==> src/rtl/grf_pkg.sv <==
// Shared constants for the multi-port general register file and its
// pending-write scoreboard.
package grf_pkg;
  localparam int DATA_W_DEF = 32;
  localparam int ADDR_W_DEF = 5;
  localparam int NUM_WR     = 2;
  localparam int ZERO_REG   = 0;
endpackage

==> src/rtl/grf_scoreboard.sv <==
// Per-register pending-write counters for the register file.
// An issue adds one to cnt[iss_addr]. Each accepted write subtracts one.
// The count floors at zero. rd_busy and iss_full both see same-cycle
// decrements, so a register whose last producer writes back this cycle
// is already reported as not busy.
// Issue handshake: iss_en is a request. It is accepted on a clock edge only
// when stall is low, iss_full is low and iss_addr is not register 0.
// Upstream must hold the instruction while iss_full is high.
module grf_scoreboard
  import grf_pkg::*;
#(
  parameter int ADDR_W = ADDR_W_DEF,
  parameter int NUM_RD = 3,
  parameter int CNT_W  = 2
) (
  input  logic                     clk,
  input  logic                     Reset_n,
  input  logic                     stall,
  input  logic [NUM_WR-1:0]        wr_en,
  input  logic [NUM_WR*ADDR_W-1:0] wr_addr,
  input  logic                     iss_en,
  input  logic [ADDR_W-1:0]        iss_addr,
  input  logic [NUM_RD*ADDR_W-1:0] rd_addr,
  output logic [NUM_RD-1:0]        rd_busy,
  output logic                     iss_full
);
  localparam int DEPTH = 1 << ADDR_W;
  localparam int SW    = CNT_W + 2;
  localparam logic [ADDR_W-1:0] ZERO_A  = ADDR_W'(ZERO_REG);
  localparam logic [CNT_W-1:0]  CNT_MAX = '1;

  logic [CNT_W-1:0]  cnt_q [DEPTH];
  logic [CNT_W-1:0]  cnt_d [DEPTH];
  logic [1:0]        dec   [DEPTH];
  logic [ADDR_W-1:0] wa    [NUM_WR];
  logic [ADDR_W-1:0] rsel  [NUM_RD];
  logic              iss_acc;

  // Add the increment, remove the decrements, and floor the result at zero.
  function automatic logic [CNT_W-1:0] net_cnt(input logic [CNT_W-1:0] cur,
                                                input logic inc,
                                                input logic [1:0] d);
    logic [SW-1:0] up;
    logic [SW-1:0] dn;
    up = SW'(cur) + SW'(inc);
    dn = SW'(d);
    if (up <= dn) net_cnt = '0;
    else          net_cnt = CNT_W'(up - dn);
  endfunction

  for (genvar p = 0; p < NUM_WR; p++) begin : g_wa
    assign wa[p] = wr_addr[p*ADDR_W +: ADDR_W];
  end
  for (genvar k = 0; k < NUM_RD; k++) begin : g_ra
    assign rsel[k] = rd_addr[k*ADDR_W +: ADDR_W];
  end

  // Count the accepted writes to each register in this cycle.
  always_comb begin
    for (int r = 0; r < DEPTH; r++) begin
      dec[r] = 2'd0;
      for (int p = 0; p < NUM_WR; p++) begin
        if (!stall && wr_en[p] && wa[p] == ADDR_W'(r) && wa[p] != ZERO_A)
          dec[r] = dec[r] + 2'd1;
      end
    end
  end

  // Issue acceptance, the full flag and the busy flags seen by the stall unit.
  always_comb begin
    iss_full = (cnt_q[iss_addr] == CNT_MAX) && (dec[iss_addr] == 2'd0);
    iss_acc  = iss_en && !stall && !iss_full && (iss_addr != ZERO_A);
    for (int k = 0; k < NUM_RD; k++) begin
      rd_busy[k] = (rsel[k] != ZERO_A) &&
                   (net_cnt(cnt_q[rsel[k]], 1'b0, dec[rsel[k]]) != '0);
    end
  end

  // Next counter values. With stall high there is no increment or decrement.
  always_comb begin
    for (int r = 0; r < DEPTH; r++) begin
      cnt_d[r] = net_cnt(cnt_q[r], iss_acc && (iss_addr == ADDR_W'(r)), dec[r]);
    end
  end

  // Counter registers.
  always_ff @(posedge clk or negedge Reset_n) begin
    if (!Reset_n) begin
      for (int r = 0; r < DEPTH; r++) cnt_q[r] <= '0;
    end else begin
      cnt_q <= cnt_d;
    end
  end
endmodule

==> src/rtl/grf_mp.sv <==
// Multi-port general register file for the ID stage.
// Write port 0 comes from the MEM-side early writeback and write port 1
// comes from WB. Port 1 wins when both ports write the same address.
// Register 0 always reads zero and is never written.
// Reads are combinational. Define GRF_BYPASS_EN to forward same-cycle write
// data to the read ports (write-through). Without it, a read returns the
// array contents from before the write.
module grf_mp
  import grf_pkg::*;
#(
  parameter int DATA_W = DATA_W_DEF,
  parameter int ADDR_W = ADDR_W_DEF,
  parameter int NUM_RD = 3,
  parameter int CNT_W  = 2
) (
  input  logic                     clk,
  input  logic                     Reset_n,
  input  logic                     stall,
  input  logic [NUM_RD*ADDR_W-1:0] rd_addr,
  output logic [NUM_RD*DATA_W-1:0] rd_data,
  output logic [NUM_RD-1:0]        rd_busy,
  input  logic [NUM_WR-1:0]        wr_en,
  input  logic [NUM_WR*ADDR_W-1:0] wr_addr,
  input  logic [NUM_WR*DATA_W-1:0] wr_data,
  input  logic                     iss_en,
  input  logic [ADDR_W-1:0]        iss_addr,
  output logic                     iss_full
);
  localparam int DEPTH = 1 << ADDR_W;
  localparam logic [ADDR_W-1:0] ZERO_A = ADDR_W'(ZERO_REG);

  logic [DATA_W-1:0] regs_q  [DEPTH];
  logic [DATA_W-1:0] regs_d  [DEPTH];
  logic [ADDR_W-1:0] wa      [NUM_WR];
  logic [DATA_W-1:0] wd      [NUM_WR];
  logic [ADDR_W-1:0] rsel    [NUM_RD];
  logic [DATA_W-1:0] rd_word [NUM_RD];

  for (genvar p = 0; p < NUM_WR; p++) begin : g_wr
    assign wa[p] = wr_addr[p*ADDR_W +: ADDR_W];
    assign wd[p] = wr_data[p*DATA_W +: DATA_W];
  end
  for (genvar k = 0; k < NUM_RD; k++) begin : g_rd
    assign rsel[k]                     = rd_addr[k*ADDR_W +: ADDR_W];
    assign rd_data[k*DATA_W +: DATA_W] = rd_word[k];
  end

  // Next array contents. Ports are applied in ascending order, so port 1
  // overrides port 0 on the same address.
  always_comb begin
    for (int r = 0; r < DEPTH; r++) begin
      regs_d[r] = regs_q[r];
      for (int p = 0; p < NUM_WR; p++) begin
        if (!stall && wr_en[p] && wa[p] == ADDR_W'(r) && wa[p] != ZERO_A)
          regs_d[r] = wd[p];
      end
    end
  end

  // Register array.
  always_ff @(posedge clk or negedge Reset_n) begin
    if (!Reset_n) begin
      for (int r = 0; r < DEPTH; r++) regs_q[r] <= '0;
    end else begin
      regs_q <= regs_d;
    end
  end

  // Read mux, with optional forwarding of same-cycle write data.
  always_comb begin
    for (int k = 0; k < NUM_RD; k++) begin
      rd_word[k] = (rsel[k] == ZERO_A) ? '0 : regs_q[rsel[k]];
`ifdef GRF_BYPASS_EN
      for (int p = 0; p < NUM_WR; p++) begin
        if (!stall && wr_en[p] && wa[p] == rsel[k] && rsel[k] != ZERO_A)
          rd_word[k] = wd[p];
      end
`endif
    end
  end

  grf_scoreboard #(
    .ADDR_W (ADDR_W),
    .NUM_RD (NUM_RD),
    .CNT_W  (CNT_W)
  ) u_sb (
    .clk      (clk),
    .Reset_n  (Reset_n),
    .stall    (stall),
    .wr_en    (wr_en),
    .wr_addr  (wr_addr),
    .iss_en   (iss_en),
    .iss_addr (iss_addr),
    .rd_addr  (rd_addr),
    .rd_busy  (rd_busy),
    .iss_full (iss_full)
  );
endmodule

==> config.mk <==
export PLATFORM = sky130hd
export DESIGN_NAME = grf_mp
export DESIGN_NICKNAME = d
export VERILOG_FILES = /design/src/rtl/grf_pkg.sv /design/src/rtl/grf_scoreboard.sv /design/src/rtl/grf_mp.sv
export SDC_FILE = /design/constraint.sdc
export NUM_CORES = 2
export LEC_CHECK = 0
export CORE_UTILIZATION = 30
export CTS_CLUSTER_SIZE = 10
export DETAILED_ROUTE_END_ITERATION = 16
export PLACE_DENSITY = 0.44
export SYNTH_ARGS = -nofsm -noshare
export SYNTH_HDL_FRONTEND = slang
export SYNTH_SLANG_ARGS = --single-unit
==> constraint.sdc <==
create_clock -name clk -period 20.8 [get_ports clk]
set_clock_uncertainty 0.05 [all_clocks]
set_input_delay 6.24 -clock clk [delete_from_list [all_inputs] [get_ports clk]]
set_output_delay 6.24 -clock clk [all_outputs]
set_load 0.05 [all_outputs]
==> out/metrics.cfg <==
[status]
status = completed

[cts]
clkSinkCount = 1088
clkSlewWorstSetupHoldPaths_ns = 0.06
numCtsBuffers = 142
hold_buffers = 0
post_cts_buffers = 0
clockBufferDepth = 3
ctsResizeCount = 0
root_buffer = clkbuf_16
htree_levels = 4
cts_tree = yes
clock_latency_ns = 0.83

[sta]
setup_viol_count_final = 0
finalCritPeriodShare_pct = 91.09
relSlewSlack_pct = 10.53
final_hold_viol_count = 0
slew_viol_final = 0
holdWs_ns = 0.4650
rsz0062_at_grt = false
tns_ns = 0
worst_slew_pin_slew_ns = 1.338
fin_crit_ns = 18.95
max_freq_mhz = 52.78

[power]
p_sw_mw = 2.728
combPwrFrac_pct = 29.9
seq_power_share_pct = 38.7
netSwitchingFraction_pct = 34.67
p_int_mw = 5.140
power_frac_clock_pct = 31.4
ir_drop_mv = 0.09782
power_density_mw_per_mm2 = 86.04
total_power_mw = 7.867
power.leakage_nw = 39.46

[die]
die_y_microns = 523.2
rows = 190
die-area_sq_mm = 0.2737
io_pins = 200
die_x_microns = 523.2
initial_core_util_pct = 30.28
core_sq_mm = 0.2691

[grt]
grt_max_degree = 145
grtUsageTotal_pct = 26.63
grt-ovfl-total = 0
grt_pass1_wl_mm = 512.6
grt_pass1_vias = 63079
antenna_found_initial = 34

[critical_path]
cpPeakStageDelay_ns = 0.85
endpoint_kind = output port
path_class = input pin to output port
cp-start-kind = input pin
worstPathMaxFanout = 12
crit_arrival_ns = 12.66
cp.required_ns = 14.51
path_cells = clkdlybuf4s50_1 -> or3b_2 -> nor3_1 -> nand2_4 -> inv_1 -> ha_1 -> mux4_2 -> mux4_2 -> mux2_2 -> ha_1 -> inv_1 -> fa_1 -> inv_1 -> o21ai_0 -> nand2_1 -> nor2_1 -> clkdlybuf4s50_1
cpMostUsedCell = inv_1
cp_slowest_cell = clkdlybuf4s50_1

[routing]
drtIter0Drc = 6897
wl_met2_mm = 165.5
wl_met3_mm = 29.47
drc = 0
wl_mm = 365.3
drt_pass1_iterations = 5
wl_met1_mm = 153.6
vias = 62715
routed.top_layer = met5
viasPerCell = 6.014
wl_per_cell_microns = 35.03
drtAntennaViolNets = 0

[flow_run]
maxCapViolations = 0

[logic_synthesis]
synth.area.top_cells = dfrtp_1 33%, mux4_2 30%, mux2i_1 13%
ys.warnings.count = 0
synth_cells = 7029
synth_area_sq_mm = 0.08150
synth_top_cell_by_area = dfrtp_1
synthArstFlopShare_pct = 100.0
seq_area_frac_synth_pct = 33.41
synth.distinct_cells = 50
avgSynthCellArea_sq_um = 11.59
yosysTopAreaCellShare_pct = 33.41
synth_edf_count = 0
synthFlopType = dfrtp_1
netlist_top_cells_count = 1097 x mux4_2, 1094 x mux2i_1, 1088 x dfrtp_1, 1077 x nand2_1, 1029 x o21ai_0
synth.most_common_cell = mux4_2
synth-seq-cells = 1088

[finish]
area_growth_pct = 12.20
drive_gt1_share_pct = 24.28
final_nets = 7077

[hold_path]
hold_class = register to register

[placement]
dp.final_hpwl_mm = 211.0
gp_congestion = 0.8538
port_buffers = 199

## path summary, 6_finish.rpt
kind	from	endpoint	slack (ns)	cells after the start
min reg2reg	regs_q[273]$_DFFE_PN0P_	regs_q[273]$_DFFE_PN0P_	0.47	2
min in group asynchronous	Reset_n	regs_q[712]$_DFFE_PN0P_	5.31	1
min	regs_q[273]$_DFFE_PN0P_	regs_q[273]$_DFFE_PN0P_	0.47	2
max reg2reg	u_sb.cnt_q[42]$_DFF_PN0_	u_sb.cnt_q[54]$_DFF_PN0_	16.85	11
max	stall	rd_busy[0]	1.85	17
max in group asynchronous	Reset_n	regs_q[142]$_DFFE_PN0P_	12.32	4
## layer usage
layer	vias up	track usage, %
li1	25669	-
met1	33124	36.25
met3	743	5.485
met2	3163	40.86
met5	-	0
met4	16	11.76
## sequential cells by signal, summed over array words and instances (netlist names)
register	flops
u_sb.cnt_q	64
regs_q	1024
## layout by cell type, fill, tap and decap left out, types with 145 or more instances in the layout
cell type        count
buf_4              204
nand2_1           1064
clkdlybuf4s50_1    178
dfrtp_1           1088
mux4_2            1097
inv_1              196
clkbuf_16          145
mux2i_1           1094
o21ai_0           1029
nor2_1             175
## area by class of cell
cell class	count	area, sq um
Inverter	197	739.5
Tap cell	3552	4444
Timing Repair Buffer	406	3638
Clock buffer	204	4110
Multi-Input combinational cell	4942	50910
Clock inverter	28	339.1
Fill cell	26803	177700
Sequential cell	1088	27230
Antenna cell	12	30.03
## worst max-delay path, delay by kind of cell
kind                     cells  cell delay, ns
AO/OA/AOI/OAI                1            0.12
AND/OR/NAND/NOR              5            2.15
buffers and inverters        5            1.89
multiplexers                 3            1.32
adder cells (fa/ha/maj)      3            0.90
## power groups by stage
stage / clock (mW) / combinational, mW / sequential, mW
2_1_floorplan: 0 / 1.68 / 2.89
3_3_place_gp: 0 / 2.32 / 3.02
3_5_place_dp: 0 / 2.34 / 3.06
4_1_cts: 2.51 / 2.35 / 3.03
5_1_grt: 2.59 / 2.52 / 3.11
6_report: 2.47 / 2.35 / 3.04
## through the flow
step	worst slack, ns	utilization [%]	cells	instance area [sq um]
5_1_grt	1.724	33.98	10426	91430
3_5_place_dp	1.874	32.32	10185	86970
2_1_floorplan	4.128	-	7033	81510
4_1_cts	1.860	33.97	10417	91420
3_3_place_gp	1.831	32.32	10185	86970
6_report	1.853	33.98	10429	91440
## cells by family (layout without fill, tap and decap cells)
logic type,count (synthesis),in the layout,synth area share [%]
flops,1088,1088,33.41
compound gates,1091,1091,6.808
simple gates,1383,1383,6.749
mux,2262,2262,44.73
fa+ha+maj,200,200,3.393
buf+inv,1003,835,4.899
other cells,2,18,0.009215
Note: power is estimated with default switching activity, not from simulation.
